$ cat src/rtl/ysyx_22040386_mem_wb_stage.sv
// MEM/WB pipeline register and writeback-commit stage: register-file write port,
// retired-instruction counter and ebreak halt sequencing. Optional: WB_STALL_PROFILE_EN.
//
// state   | meaning
// RUN     | normal operation, entries commit
// DRAIN   | ebreak retired, counting down DRAIN_CYCLES, no commits
// HALTED  | terminal until reset
module ysyx_22040386_mem_wb_stage #(
   parameter int XLEN         = 64,
   parameter int CNT_W        = 64,
   parameter int DRAIN_CYCLES = 2
) (
   input  logic             i_WB_clk,
   input  logic             i_WB_rst_n,
   input  logic             i_WB_valid,
   input  logic             i_WB_stall,
   input  logic             i_WB_flush,
   input  logic             i_WB_RegWrite,
   input  logic [4:0]       i_WB_reg_wr_addr,
   input  logic [XLEN-1:0]  i_WB_reg_wr_data,
   input  logic [XLEN-1:0]  i_WB_pc,
   input  logic             i_WB_ebreak,
   output logic             o_WB_RegWrite,
   output logic [4:0]       o_WB_reg_wr_addr,
   output logic [XLEN-1:0]  o_WB_reg_wr_data,
   output logic [XLEN-1:0]  o_WB_pc,
   output logic             o_WB_commit,
   output logic [CNT_W-1:0] o_WB_inst_cnt,
   output logic             o_WB_halt,
   output logic [1:0]       o_WB_state
`ifdef WB_STALL_PROFILE_EN
   ,
   output logic [31:0]      o_WB_stall_cnt,
   output logic [31:0]      o_WB_bubble_cnt
`endif
);

   typedef enum logic [1:0] {
      S_RUN    = 2'd0,
      S_DRAIN  = 2'd1,
      S_HALTED = 2'd2
   } state_e;

   state_e            state_q, state_d;
   logic [3:0]        drain_q, drain_d;
   logic              valid_q, valid_d;
   logic              committed_q, committed_d;
   logic              regwrite_q, regwrite_d;
   logic              ebreak_q, ebreak_d;
   logic [4:0]        addr_q, addr_d;
   logic [XLEN-1:0]   data_q, data_d;
   logic [XLEN-1:0]   pc_q, pc_d;
   logic [CNT_W-1:0]  cnt_q, cnt_d;
   logic              commit;

   assign commit = valid_q & ~committed_q & (state_q == S_RUN);

   always_comb begin
      state_d = state_q;
      drain_d = drain_q;
      case (state_q)
         S_RUN: begin
            if (commit && ebreak_q) begin
               state_d = S_DRAIN;
               drain_d = 4'(DRAIN_CYCLES - 1);
            end
         end
         S_DRAIN: begin
            if (drain_q == 4'd0) state_d = S_HALTED;
            else                 drain_d = drain_q - 4'd1;
         end
         default: ;
      endcase
   end

   // Bubble on the next state so the entry captured alongside the ebreak commit is dropped.
   always_comb begin
      valid_d     = valid_q;
      committed_d = committed_q;
      regwrite_d  = regwrite_q;
      ebreak_d    = ebreak_q;
      addr_d      = addr_q;
      data_d      = data_q;
      pc_d        = pc_q;
      if (state_d != S_RUN || i_WB_flush) begin
         valid_d     = 1'b0;
         committed_d = 1'b0;
      end else if (i_WB_stall) begin
         committed_d = committed_q | commit;
      end else begin
         valid_d     = i_WB_valid;
         committed_d = 1'b0;
         regwrite_d  = i_WB_RegWrite;
         ebreak_d    = i_WB_ebreak;
         addr_d      = i_WB_reg_wr_addr;
         data_d      = i_WB_reg_wr_data;
         pc_d        = i_WB_pc;
      end
      cnt_d = commit ? cnt_q + CNT_W'(1) : cnt_q;
   end

   always_ff @(posedge i_WB_clk) begin
      if (!i_WB_rst_n) begin
         state_q     <= S_RUN;
         drain_q     <= 4'd0;
         valid_q     <= 1'b0;
         committed_q <= 1'b0;
         regwrite_q  <= 1'b0;
         ebreak_q    <= 1'b0;
         addr_q      <= 5'd0;
         data_q      <= '0;
         pc_q        <= '0;
         cnt_q       <= '0;
      end else begin
         state_q     <= state_d;
         drain_q     <= drain_d;
         valid_q     <= valid_d;
         committed_q <= committed_d;
         regwrite_q  <= regwrite_d;
         ebreak_q    <= ebreak_d;
         addr_q      <= addr_d;
         data_q      <= data_d;
         pc_q        <= pc_d;
         cnt_q       <= cnt_d;
      end
   end

   assign o_WB_RegWrite    = valid_q & regwrite_q & (addr_q != 5'd0);
   assign o_WB_reg_wr_addr = addr_q;
   assign o_WB_reg_wr_data = data_q;
   assign o_WB_pc          = pc_q;
   assign o_WB_commit      = commit;
   assign o_WB_inst_cnt    = cnt_q;
   assign o_WB_halt        = (state_q == S_HALTED);
   assign o_WB_state       = state_q;

`ifdef WB_STALL_PROFILE_EN
   logic [31:0] stall_cnt_q, stall_cnt_d;
   logic [31:0] bubble_cnt_q, bubble_cnt_d;

   always_comb begin
      stall_cnt_d  = stall_cnt_q;
      bubble_cnt_d = bubble_cnt_q;
      if (state_q == S_RUN) begin
         if (i_WB_stall) stall_cnt_d  = stall_cnt_q + 32'd1;
         if (!valid_q)   bubble_cnt_d = bubble_cnt_q + 32'd1;
      end
   end

   always_ff @(posedge i_WB_clk) begin
      if (!i_WB_rst_n) begin
         stall_cnt_q  <= 32'd0;
         bubble_cnt_q <= 32'd0;
      end else begin
         stall_cnt_q  <= stall_cnt_d;
         bubble_cnt_q <= bubble_cnt_d;
      end
   end

   assign o_WB_stall_cnt  = stall_cnt_q;
   assign o_WB_bubble_cnt = bubble_cnt_q;
`endif

endmodule

$ cat config.mk
export PLATFORM = sky130hd
export DESIGN_NAME = ysyx_22040386_mem_wb_stage
export DESIGN_NICKNAME = d
export VERILOG_FILES = /design/src/rtl/ysyx_22040386_mem_wb_stage.sv
export SDC_FILE = /design/constraint.sdc
export NUM_CORES = 1
export LEC_CHECK = 0
export ABC_CLOCK_PERIOD_IN_PS = 2410
export BUFFER_PORTS_ARGS = -buffer_cell sky130_fd_sc_hd__buf_2
export CORE_MARGIN = 8
export CORE_UTILIZATION = 48
export DETAILED_ROUTE_END_ITERATION = 8
export GPL_TIMING_DRIVEN = 1
export PLACE_DENSITY = 0.77
export SLEW_MARGIN = 20
export SYNTH_ARGS = -nofsm -noshare
export SYNTH_HDL_FRONTEND = slang
export SYNTH_SLANG_ARGS = --single-unit
export TNS_END_PERCENT = 20
$ cat constraint.sdc
create_clock -name i_WB_clk -period 2.41 [get_ports i_WB_clk]
set_input_delay 0.723 -clock i_WB_clk [delete_from_list [all_inputs] [get_ports i_WB_clk]]
set_output_delay 0.723 -clock i_WB_clk [all_outputs]
set_load 0.02 [all_outputs]
After elaboration in Yosys (flattened, before gate mapping)
Cells that the tools add are included.
{"block": "word_totals", "ram_bits": 0, "rom_bits": 0, "n_memories": 0, "inputBits": 140, "regBits": 207, "out_inout_bits": 202, "elab_cells": 42, "latch_bits": 0}
{"block": "op_classes", "n_mul": 0, "eq_ne": 4, "n_reduce_logical": 11, "n_bitwise": 9, "n_mux": 6, "order_cmp": 0, "add_sub_neg": 2, "shifts": 0, "n_div": 0}
{"op": "$add A64 B1 Y64 const B", "n": 1}
{"op": "$mux W4", "n": 2}
{"op": "$pmux W4 S2", "n": 1}
{"op": "$reduce_bool A5 Y1", "n": 1}
{"op": "$and A1 B1 Y1", "n": 4}
{"op": "$logic_not A4 Y1", "n": 1}
{"op": "$mux W2", "n": 2}
{"op": "$not A1 Y1", "n": 4}
{"op": "$pmux W2 S2", "n": 1}
{"op": "$reduce_bool A2 Y1", "n": 2}
{"op": "$sub A4 B1 Y4 const B", "n": 1}
{"op": "$reduce_and A3 Y1", "n": 1}
{"op": "$reduce_or A3 Y1", "n": 1}
{"op": "$eq A2 B1 Y1 const B", "n": 1}
{"op": "$eq A2 B2 Y1 const B", "n": 1}
{"op": "$logic_not A2 Y1", "n": 1}
{"op": "$ne A2 B1 Y1 const B", "n": 1}
{"op": "$ne A2 B2 Y1 const B", "n": 1}
{"op": "$reduce_and A2 Y1", "n": 1}
{"op": "$reduce_or A2 Y1", "n": 1}
{"op": "$logic_and A1 B1 Y1", "n": 1}
{"op": "$logic_or A1 B1 Y1", "n": 1}
{"op": "$or A1 B1 Y1", "n": 1}

Longest topological paths before layout
Gate-level depths: netlist (run 1).
{"block": "depth", "ltp_word": 10, "ltp_mapped": 9, "depth_no_buf": 7}

Least setup slack after synthesis (run 1)
Ideal clock, no wire load.
{"block": "synth_timing", "kind": "register -> register", "startpoint": "reg state_q[1], in the netlist o_WB_state[1]", "endpoint": "reg data_q[23], in the netlist o_WB_reg_wr_data[23]", "setup_ns": 0.071, "required_ns": 2.339, "path_slack_ns": 0.109, "path_stages_with_launch": 10, "path_buffers": 3, "period_less_slack_ns": 2.301, "arrival_ns": 2.230, "path_cell_list": "dfxtp_1 > or4b_4 > clkinv_1 > nand2_1 > and2_1 > clkbuf_1 > buf_2 > clkbuf_1 > nand2_1 > a21oi_1"}
{"block": "synth_via", "elab_chain_len": 9, "elab_cells_between_ends": 11, "classes_between": "eq/ne: 1; mux: 3; bitwise: 2; reduce/logical: 5"}
{"element": "from (decl)", "line": "44", "source": "state_e state_q, state_d;"}
{"element": "from (signal assigned)", "line": "115", "source": "state_q <= state_d;"}
{"element": "$logic_not A2 Y1", "line": "56", "source": "assign commit = valid_q & ~committed_q & (state_q == S_RUN);"}
{"element": "$and A1 B1 Y1", "line": "56"}
{"element": "named net o_WB_commit", "line": "27", "source": "output logic o_WB_commit,"}
{"element": "$logic_and A1 B1 Y1", "line": "63", "source": "if (commit && ebreak_q) begin"}
{"element": "$mux W2", "line": "63"}
{"element": "$pmux W2 S2", "line": "61", "source": "case (state_q)"}
{"element": "$reduce_bool A2 Y1", "line": "85", "source": "if (state_d != S_RUN || i_WB_flush) begin"}
{"element": "$logic_or A1 B1 Y1", "line": "85"}
{"element": "$not A1 Y1 (no line)"}
{"element": "$reduce_and A2 Y1 (no line)"}
{"element": "to (signal assigned)", "line": "122", "source": "data_q <= data_d;"}
{"element": "to (decl)", "line": "51", "source": "logic [XLEN-1:0] data_q, data_d;"}
The timed path passes the listed nets, and every way through them passes these cells.
A chain may end at the register's enable or synchronous reset.

Worst setup path in the final report (run 1)
{"block": "layout_timing", "startpoint": "reg addr_q[4], in the netlist o_WB_reg_wr_addr[4]", "endpoint": "out o_WB_RegWrite"}
{"block": "layout_via", "elab_chain_len": 2}
{"element": "from (decl)", "line": "50", "source": "logic [4:0] addr_q, addr_d;"}
{"element": "from (signal assigned)", "line": "121", "source": "addr_q <= addr_d;"}
{"element": "$reduce_bool A5 Y1", "line": "128", "source": "assign o_WB_RegWrite = valid_q & regwrite_q & (addr_q != 5'd0);"}
{"element": "$and A1 B1 Y1", "line": "128"}
{"element": "to (decl)", "line": "23", "source": "output logic o_WB_RegWrite,"}
No other way between the ends.

==> results of run 1 <==
[timing repair]
action | in CTS | in global routing
hold buffers | 0 | 0
setup buffers | 1 | 0
resized for setup | 3 | 5
pin swaps | 1 | 0
endpoints found under the setup margin | 1 | 9
[logic make-up after synthesis]
kind of cell,Yosys count,synth area share (%)
AOI/OAI and AO/OA,205,13.3
xor gates and xnor gates,28,2.99
adders and majority gates,3,0.458
buffers and inverters,69,3.57
DFF,207,50.5
muxes,7,0.855
and+or+nand+nor,506,28.3
[power breakdown]
part	switching (mW)	total [mW]	internal [mW]
clock	1.34	3.37	2.03
sequential	0.0534	3.59	3.53
combinational	0.441	0.699	0.258
total	1.83	7.65	5.82
[cells in the final DEF, fill, tap and decap left out, drive strengths merged, types with 15 or more instances in the layout]
master and n:
nor2 44, xnor2 15, nand3 25, nor4 16, o21ai 17, or3 18
nand4 31, dfxtp 207, nand2 312, buf 381, clkbuf 33, a21oi 167
[sequential cells by signal (all words and copies together), names as in the netlist]
signal,cells
o_WB_reg_wr_addr,5
valid_q,1
committed_q,1
o_WB_reg_wr_data,64
drain_q,4
o_WB_state,2
regwrite_q,1
o_WB_pc,64
ebreak_q,1
o_WB_inst_cnt,64
[worst max path at each step]
| stage | startpoint | to | cells after the start |
|---|---|---|---|
| 2_1_floorplan | o_WB_state[1]$_SDFF_PN0_ | o_WB_reg_wr_data[23]$_SDFFE_PN0P_ | 9 |
| 3_3_place_gp | o_WB_state[0]$_SDFF_PN0_ | o_WB_inst_cnt[53]$_SDFFE_PN0P_ | 5 |
| 3_5_place_dp | o_WB_state[0]$_SDFF_PN0_ | o_WB_inst_cnt[53]$_SDFFE_PN0P_ | 5 |
| 4_1_cts | o_WB_reg_wr_addr[4]$_SDFFE_PN0P_ | o_WB_RegWrite | 3 |
| 5_1_grt | committed_q$_SDFF_PP0_ | o_WB_inst_cnt[61]$_SDFFE_PN0P_ | 5 |
| 6_report | o_WB_reg_wr_addr[4]$_SDFFE_PN0P_ | o_WB_RegWrite | 3 |
[layer usage]
| layer | GRT usage (%) | wire length, um |
|---|---|---|
| met2 | 41.5 | 13600 |
| met3 | 7.86 | 2470 |
| met1 | 27.0 | 10100 |
| met4 | 10.9 | 1210 |
| met5 | 0 | 57 |
[area by class of cell]
| cell class | count | area [um2] |
|---|---|---|
| fill | 1433 | 5560 |
| sequential | 207 | 4150 |
| multi-input combinational | 749 | 3790 |
| timing repair buffer | 381 | 2080 |
| clock buffer | 33 | 632 |
| tap | 220 | 275 |
| clock inverter | 6 | 91.3 |
| inverter | 11 | 51.3 |
| antenna | 2 | 5.00 |
[worst max-delay path: cells and delay by family, from the launching register on]
family / cells / cell delay, ns
compound gates: 1 / 0.28
buf+inv: 1 / 0.16
flops: 1 / 0.33
simple gates: 1 / 0.37
[per-stage QoR]
stage	hold WS (ns)	instance area [um2]	TNS [ns]	setup slack, ns	cells
2_1_floorplan	0.437	8200	0	0.109	1025
3_3_place_gp	0.438	10300	0	0.153	1567
3_5_place_dp	0.443	10300	0	0.112	1567
4_1_cts	0.436	11100	0	0.00938	1607
5_1_grt	0.442	11100	-0.0297	-0.0114	1608
6_report	0.449	11100	0	0.0354	1609
==> flow_metrics.tcl, run 1 <==
set metrics [dict create \
    max_freq_mhz 421 \
    initial_core_util_pct 49.3 \
    cpPeakStageDelay_ns 0.37 \
    fin_crit_ns 2.37 \
    yosysTopAreaCellShare_pct 50.5 \
    min_to "o_WB_reg_wr_data[46]$_SDFFE_PN0P_" \
    drv_slew 0 \
    finalCritPeriodShare_pct 98.5 \
    ys_warn_count 0 \
    drt_iter0_drc 471 \
    cts_max_level 1 \
    outcome "finished, final reports clean" \
    min_path_type "flop to flop" \
    numClockSinks 207 \
    yosysSeqAreaShare_pct 50.5 \
    wl_um 27400 \
    grt_pass1_vias 8129 \
    hp-start "o_WB_reg_wr_data[46]$_SDFFE_PN0P_" \
    core_area_um2 16600 \
    die_y_um 147 \
    yosysUniqueCellTypes 45 \
    maxSlewHeadroom_pct 63.5 \
    fin_skew_ns 0.0164 \
    clockBufferDepth 3 \
    firstDrtPassIters 5 \
    drive_gt1_share_pct 31.1 \
    synth.most_common_cell "nand2_1" \
    die-area_um2 21500 \
    num-nets-final 1515 \
    synth_edf_count 0 \
    peakVddDrop_mv 0.586 \
    rows 47 \
    synthTopCellsByCount "nand2_1 (312), dfxtp_1 (207), a21oi_1 (167), clkbuf_1 (44), nor2_1 (44)" \
    grt_pass1_wl_um 43200 \
    regToRegSetupSlack_ns 0.10 \
    path_max_fanout 3 \
    drc 0 \
    async_flop_share_pct 0 \
    grt_max_degree 62 \
    port_buffers 341 \
    insertion_delay_ns 0.50 \
    rsz0062_at_grt "true" \
    synth-seq-cells 207 \
    path_cells "or3_1 > o311a_1 > buf_2" \
    postSynthNetCount 1168 \
    antenna_found_initial 6 \
    worstSetupEndpointType "output pin" \
    slowest_stage "or3_1" \
    worst-endpoint-required_ns 1.69 \
    synthTopCellsByArea "dfxtp_1 (51%), nand2_1 (14%), a21oi_1 (10%), nand4_1 (2.3%), clkbuf_1 (2.0%)" \
    io_pins 342 \
    crit_type "flop to output pin" \
    synth_top_cell_by_area "dfxtp_1" \
    avgViaCountPerCell 5.26 \
    vias 8462 \
    place_hpwl_um 20600 \
    grt-ovfl-total 0 \
    synth_area_um2 8200 \
    worst_slew_pin_slew_ns 0.543 \
    die_w_um 147 \
    setup_viol 0 \
    cts_tree "yes" \
    reg2reg_to "o_WB_inst_cnt[59]$_SDFFE_PN0P_" \
    whs_path_depth 2 \
    area_growth_pct 35.1 \
    r2r_cells 6 \
    grtUsageTotal_pct 24.3 \
    syn-instance-count 1025 \
    ant_nets 0 \
    drv_cap 0 \
    syn_area_per_cell_um2 8.00 \
    synthFlopType "dfxtp_1" \
    utilization_pct 66.6 \
    cts_inserted_buffers 22 \
    start_kind "flop" \
    gp_congestion 0.884 \
    wl_per_cell_um 17.0 \
    hold_viol 0 \
    cts-root-buf "clkbuf_16" \
    p_total_mw 7.65 \
    r2r-start "committed_q$_SDFF_PP0_" \
    p_leak_nw 4.88 \
    powerDensity_nw_per_um2 691 \
    cp.arrival_ns 1.65 \
    path_clk_slew_ns 0.06 \
]
Power figures use the tool's default switching activity.
==> run 2, diff against run 1 <==
--- a/config.mk
+++ b/config.mk
@@ -5,13 +5,14 @@
 export SDC_FILE = /design/constraint.sdc
 export NUM_CORES = 1
 export LEC_CHECK = 0
+export ABC_AREA = 1
 export ABC_CLOCK_PERIOD_IN_PS = 2410
 export BUFFER_PORTS_ARGS = -buffer_cell sky130_fd_sc_hd__buf_2
 export CORE_MARGIN = 8
-export CORE_UTILIZATION = 48
+export CORE_UTILIZATION = 50
 export DETAILED_ROUTE_END_ITERATION = 8
 export GPL_TIMING_DRIVEN = 1
-export PLACE_DENSITY = 0.77
+export PLACE_DENSITY = 0.78
 export SLEW_MARGIN = 20
 export SYNTH_ARGS = -nofsm -noshare
 export SYNTH_HDL_FRONTEND = slang
==> flow_metrics.tcl, run 2 <==
set metrics [dict create \
    outcome "finished, final reports clean" \
    cts_setup_buffers 0 \
    worst-endpoint-required_ns 1.69 \
    grt_pass1_wl_um 45800 \
    vias 9461 \
    wl_um 29700 \
    synthTopCellsByArea "dfxtp_1 (45%), inv_1 (9.4%), a21oi_1 (9.1%), o21ai_0 (7.9%), nand2_1 (7.2%)" \
    hold_viol 0 \
    cts_tree "yes" \
    die_y_um 151 \
    firstDrtPassIters 5 \
    grtUsageTotal_pct 24.9 \
    maxSlewHeadroom_pct 62.4 \
    gp_congestion 0.943 \
    drive_gt1_share_pct 26.3 \
    start_kind "flop" \
    fin_tns_setup_ns 0 \
    synth_edf_count 0 \
    drv_cap 0 \
    postSynthNetCount 1423 \
    rsz0062_at_grt "false" \
    place_hpwl_um 23000 \
    grt_max_degree 119 \
    port_buffers 341 \
    async_flop_share_pct 0 \
    max_freq_mhz 447 \
    cts-root-buf "clkbuf_16" \
    area_growth_pct 28.8 \
    clockBufferDepth 3 \
    crit_type "flop to output pin" \
    min_path_type "input pin to flop" \
    seqPwrFrac_pct 45.5 \
    die-area_um2 22800 \
    numClockSinks 207 \
    hold_buffers 0 \
    path_max_fanout 2 \
    p_int_mw 6.02 \
    synth_top_cell_by_area "dfxtp_1" \
    io_pins 342 \
    drc 0 \
    setup_viol 0 \
    p_switching_mw 2.08 \
    worst_slew_pin_slew_ns 0.563 \
    ys_warn_count 0 \
    worstSetupEndpointType "output pin" \
    fin_skew_ns 0.00659 \
    cts_inserted_buffers 23 \
    synth-seq-cells 207 \
    syn-instance-count 1280 \
    syn_area_per_cell_um2 7.12 \
    utilization_pct 65.6 \
    ant_nets 0 \
    cts_max_level 1 \
    path_clk_slew_ns 0.06 \
    synth.most_common_cell "inv_1" \
    num-nets-final 1746 \
    final_area_um2 11700 \
    final_common_cell "buf_2" \
    powerDensity_nw_per_um2 690 \
    fill_cells 1620 \
    yosysSeqAreaShare_pct 45.5 \
    drv_slew 0 \
    synthTopCellsByCount "inv_1 (229), dfxtp_1 (207), nand2_1 (176), a21oi_1 (165), o21ai_0 (144)" \
    cts_resized 0 \
    core_area_um2 17900 \
    initial_core_util_pct 50.9 \
    drt_iter0_drc 579 \
    place_area_um2 11000 \
    peakVddDrop_mv 0.530 \
    insertion_delay_ns 0.52 \
    rows 49 \
    avgViaCountPerCell 5.11 \
    yosysTopAreaCellShare_pct 45.5 \
    finalCritPeriodShare_pct 92.9 \
    synthFlopType "dfxtp_1" \
    clock_power_share_pct 43.1 \
    whs_ns 0.427 \
    p_leak_nw 5.41 \
    swShare_pct 25.7 \
    comb_power_share_pct 11.3 \
    grt-ovfl-total 0 \
    yosysUniqueCellTypes 35 \
    layout_common_cells "buf_2 (340), inv_1 (229), dfxtp_1 (207)" \
    fin_crit_ns 2.24 \
    cp.arrival_ns 1.52 \
    wl_per_cell_um 16.0 \
    die_w_um 151 \
    grt_pass1_vias 8783 \
    antenna_found_initial 6 \
    synth_area_um2 9110 \
]
[run 2: cell types whose count changed after synthesis, moves of 10 or more]
cell / delta
or3_1: -15
o21ai_1: +10
xnor2_1: -14
inv_1: +220
o21ai_0: +127
clkbuf_1: -19
nor4_1: -15
nor2_1: +99
or4_1: -11
nand3_1: +15
nand2_1: -136
nor2_2: +11
[run 2: path summary, 6_finish.rpt]
| kind | start | end | slack [ns] | cells past startpoint |
|---|---|---|---|---|
| worst max-delay path | o_WB_reg_wr_addr[3]$_SDFFE_PN0P_ | o_WB_RegWrite | 0.17 | 5 |
| worst min-delay path | i_WB_ebreak | ebreak_q$_SDFFE_PN0P_ | 0.43 | 3 |
| worst max register to register | o_WB_inst_cnt[17]$_SDFFE_PN0P_ | o_WB_inst_cnt[61]$_SDFFE_PN0P_ | 0.53 | 9 |
| worst min register to register | o_WB_pc[55]$_SDFFE_PN0P_ | o_WB_pc[55]$_SDFFE_PN0P_ | 0.44 | 2 |
[run 2: through the flow]
step           power (mW)  instances  worst slack, ns
2_1_floorplan        4.29       1280            0.732
3_3_place_gp         4.66       1807            0.621
3_5_place_dp         4.68       1807            0.579
4_1_cts              8.18       1846            0.141
5_1_grt              8.42       1851           0.0817
6_report             8.11       1851            0.171
[run 2: cells by family after synthesis]
group,Yosys count,synth area share [%]
simple gates,445,22.7
compound gates,328,18.3
buf+inv,286,12.1
flops,207,45.5
xor+xnor,11,1.06
fa+ha+maj,3,0.412
[run 2: final cells by class]
type                       instances  area (um2)  share of cell area, %
clock buffer                      33         653                   5.56
clock inverter                     6        97.6                  0.831
sequential                       207        4140                   35.3
inverter                         235         882                   7.51
antenna                            5        12.5                  0.107
timing repair buffer             349        1790                   15.3
tap                              229         287                   2.44
multi-input combinational        787        3870                   33.0
[run 2: worst max-delay path: stages, from the launching register on]
cell      delay, ns
dfxtp_1        0.31
inv_1          0.07
nand3_1        0.07
o311ai_0       0.27
inv_1          0.10
buf_2          0.18
[run 2: metal layers]
layer  global-route usage, %  routed length, um  up-vias
met3                    6.01               2740       74
met5                       0                 13        -
li1                        -                  -     4717
met4                    10.8               1150        2
met1                    29.4              11700     4281
met2                    42.5              14100      387
[run 2: power by group through the flow]
| stage | clock network, mW | registers [mW] | logic (mW) |
|---|---|---|---|
| 2_1_floorplan | 0 | 3.97 | 0.321 |
| 3_3_place_gp | 0 | 3.75 | 0.904 |
| 3_5_place_dp | 0 | 3.76 | 0.921 |
| 4_1_cts | 3.57 | 3.69 | 0.927 |
| 5_1_grt | 3.70 | 3.71 | 1.01 |
| 6_report | 3.50 | 3.69 | 0.918 |
==> run 3, diff against run 2 <==
--- a/config.mk
+++ b/config.mk
@@ -10,6 +10,7 @@
 export BUFFER_PORTS_ARGS = -buffer_cell sky130_fd_sc_hd__buf_2
 export CORE_MARGIN = 8
 export CORE_UTILIZATION = 50
+export CTS_BUF_LIST = sky130_fd_sc_hd__clkbuf_4 sky130_fd_sc_hd__clkbuf_8
 export DETAILED_ROUTE_END_ITERATION = 8
 export GPL_TIMING_DRIVEN = 1
 export PLACE_DENSITY = 0.78
==> flow_metrics.tcl, run 3 (synthesized netlist as in run 2, its figures left out) <==
set metrics [dict create \
    die_w_um 151 \
    p_leak_nw 5.44 \
    cpPeakStageDelay_ns 0.32 \
    worst-endpoint-required_ns 1.69 \
    firstDrtPassIters 6 \
    timing.critical_path.mode_cell "inv_1" \
    whs_ns 0.436 \
    fin_skew_ns 0.0216 \
    routed.top_layer "met5" \
    grt-ovfl-total 0 \
    port_buffers 341 \
    r2r_cells 9 \
    clockBufferDepth 3 \
    finalCritPeriodShare_pct 92.5 \
    max_freq_mhz 449 \
    cts_max_level 2 \
    grtUsageTotal_pct 25.2 \
    path_clk_slew_ns 0.06 \
    maxSlewHeadroom_pct 62.6 \
    final_common_cell "buf_2" \
    cts_tree "yes" \
    fill_cells 1619 \
    peakVddDrop_mv 0.679 \
    die_y_um 151 \
    start_kind "flop" \
    cp.depth 5 \
    numClockSinks 207 \
    cts_inserted_buffers 36 \
    crit_type "flop to output pin" \
    setup_viol 0 \
    drc 0 \
    cp.arrival_ns 1.51 \
    cp_num_buf_inv 3 \
    grt_pass1_vias 8931 \
    drv_slew 0 \
    drt_iter0_drc 599 \
    critPathTopFamily "buffers and inverters" \
    slowest_stage "dfxtp_1" \
    wl_um 29900 \
    area_growth_pct 28.8 \
    layout_common_cells "buf_2 (340), inv_1 (229), dfxtp_1 (207)" \
    fin_crit_ns 2.23 \
    place_hpwl_um 23000 \
    instances_no_fill 1870 \
    multi_input_area_um2 3870 \
    worst_slew_pin_slew_ns 0.561 \
    hold_viol 0 \
    cts-root-buf "clkbuf_8" \
    core_area_um2 17900 \
    post-place-cells 1807 \
    drv_cap 0 \
    rows 49 \
    num-nets-final 1759 \
    path_cells "inv_1 > nand3_1 > o311ai_0 > inv_1 > buf_2" \
    vias 9522 \
    rsz0062_at_grt "false" \
    insertion_delay_ns 0.52 \
    gp_congestion 0.943 \
    reg2reg_to "o_WB_inst_cnt[61]$_SDFFE_PN0P_" \
    fin_tns_setup_ns 0 \
    powerDensity_nw_per_um2 677 \
    die-area_um2 22800 \
    ant_nets 0 \
    outcome "finished, final reports clean" \
    path_max_fanout 2 \
    hold_buffers 0 \
    cts_setup_buffers 0 \
    regToRegSetupSlack_ns 0.53 \
    io_pins 342 \
    wl_met2_um 14200 \
    seq_area_um2 4140 \
    cts_resized 0 \
    wl_per_cell_um 16.0 \
    avgViaCountPerCell 5.09 \
    min_path_type "input pin to flop" \
    critPathLaunch "o_WB_reg_wr_addr[2]$_SDFFE_PN0P_" \
    antenna_found_initial 5 \
    setup.worst_path.end "o_WB_RegWrite" \
    r2r-start "o_WB_inst_cnt[17]$_SDFFE_PN0P_" \
    worstSetupEndpointType "output pin" \
    grt_max_degree 119 \
    wl_met1_um 11900 \
    drive_gt1_share_pct 27.6 \
    wl_met3_um 2630 \
    grt_pass1_wl_um 46000 \
    initial_core_util_pct 50.9 \
]
==> run 3: cell count changes in the layout (fill, tap and decap cells not counted), moves of 6 or more <==
| cell | before | now |
|---|---|---|
| clkbuf_8 | 4 | 45 |
| clkbuf_16 | 23 | 0 |
| clkbuf_4 | 0 | 10 |
| clkbuf_1 | 6 | 0 |
==> run 3: area by class of cell <==
cell class	count	share of cell area (%)
Sequential cell	207	35.3
Clock inverter	4	0.437
Multi-Input combinational cell	787	33.0
Clock buffer	55	5.92
Inverter	235	7.52
Timing Repair Buffer	349	15.3
Tap cell	229	2.44
Antenna cell	4	0.0853
==> run 3: worst min-delay path by stage <==
stage                             startpoint                  endpoint  slack [ns]  depth (start not counted)
floorplan            regwrite_q$_SDFFE_PN0P_   regwrite_q$_SDFFE_PN0P_        0.42                          2
global placement    o_WB_pc[54]$_SDFFE_PN0P_  o_WB_pc[54]$_SDFFE_PN0P_        0.43                          2
detailed placement  o_WB_pc[18]$_SDFFE_PN0P_  o_WB_pc[18]$_SDFFE_PN0P_        0.43                          2
CTS                              i_WB_ebreak     ebreak_q$_SDFFE_PN0P_        0.41                          3
global route                     i_WB_ebreak     ebreak_q$_SDFFE_PN0P_        0.42                          3
finish                           i_WB_ebreak     ebreak_q$_SDFFE_PN0P_        0.44                          3
==> run 3: layer usage <==
layer	vias to the layer above	global-route usage (%)
li1	4747	-
met1	4331	29.2
met2	362	42.7
met3	80	6.51
met4	2	12.1
met5	-	0
==> run 3: worst reg2reg max path: stages, from the launching register on <==
cell and delay, ns:
dfxtp_1 0.41, nand2_1 0.10, nor2_1 0.22, nand2_1 0.13
nor2_2 0.26, inv_1 0.08, nor2_2 0.25, nand3_1 0.16
nor2_1 0.11, nor2_1 0.05
==> run 3: metrics by stage <==
stage | setup WS [ns] | cell area, um2 | power, mW | utilization [%]
4_1_cts | 0.139 | 11700 | 8.01 | 65.5
2_1_floorplan | 0.732 | 9110 | 4.29 | -
5_1_grt | 0.0782 | 11700 | 8.26 | 65.6
3_5_place_dp | 0.579 | 11000 | 4.68 | 61.3
6_report | 0.181 | 11700 | 7.94 | 65.6
3_3_place_gp | 0.621 | 11000 | 4.66 | 61.3
==> run 3: power breakdown <==
group / total, mW / internal, mW / switching [mW]
Combinational: 0.917 / 0.321 / 0.596
Clock: 3.33 / 1.93 / 1.40
Sequential: 3.69 / 3.60 / 0.0885
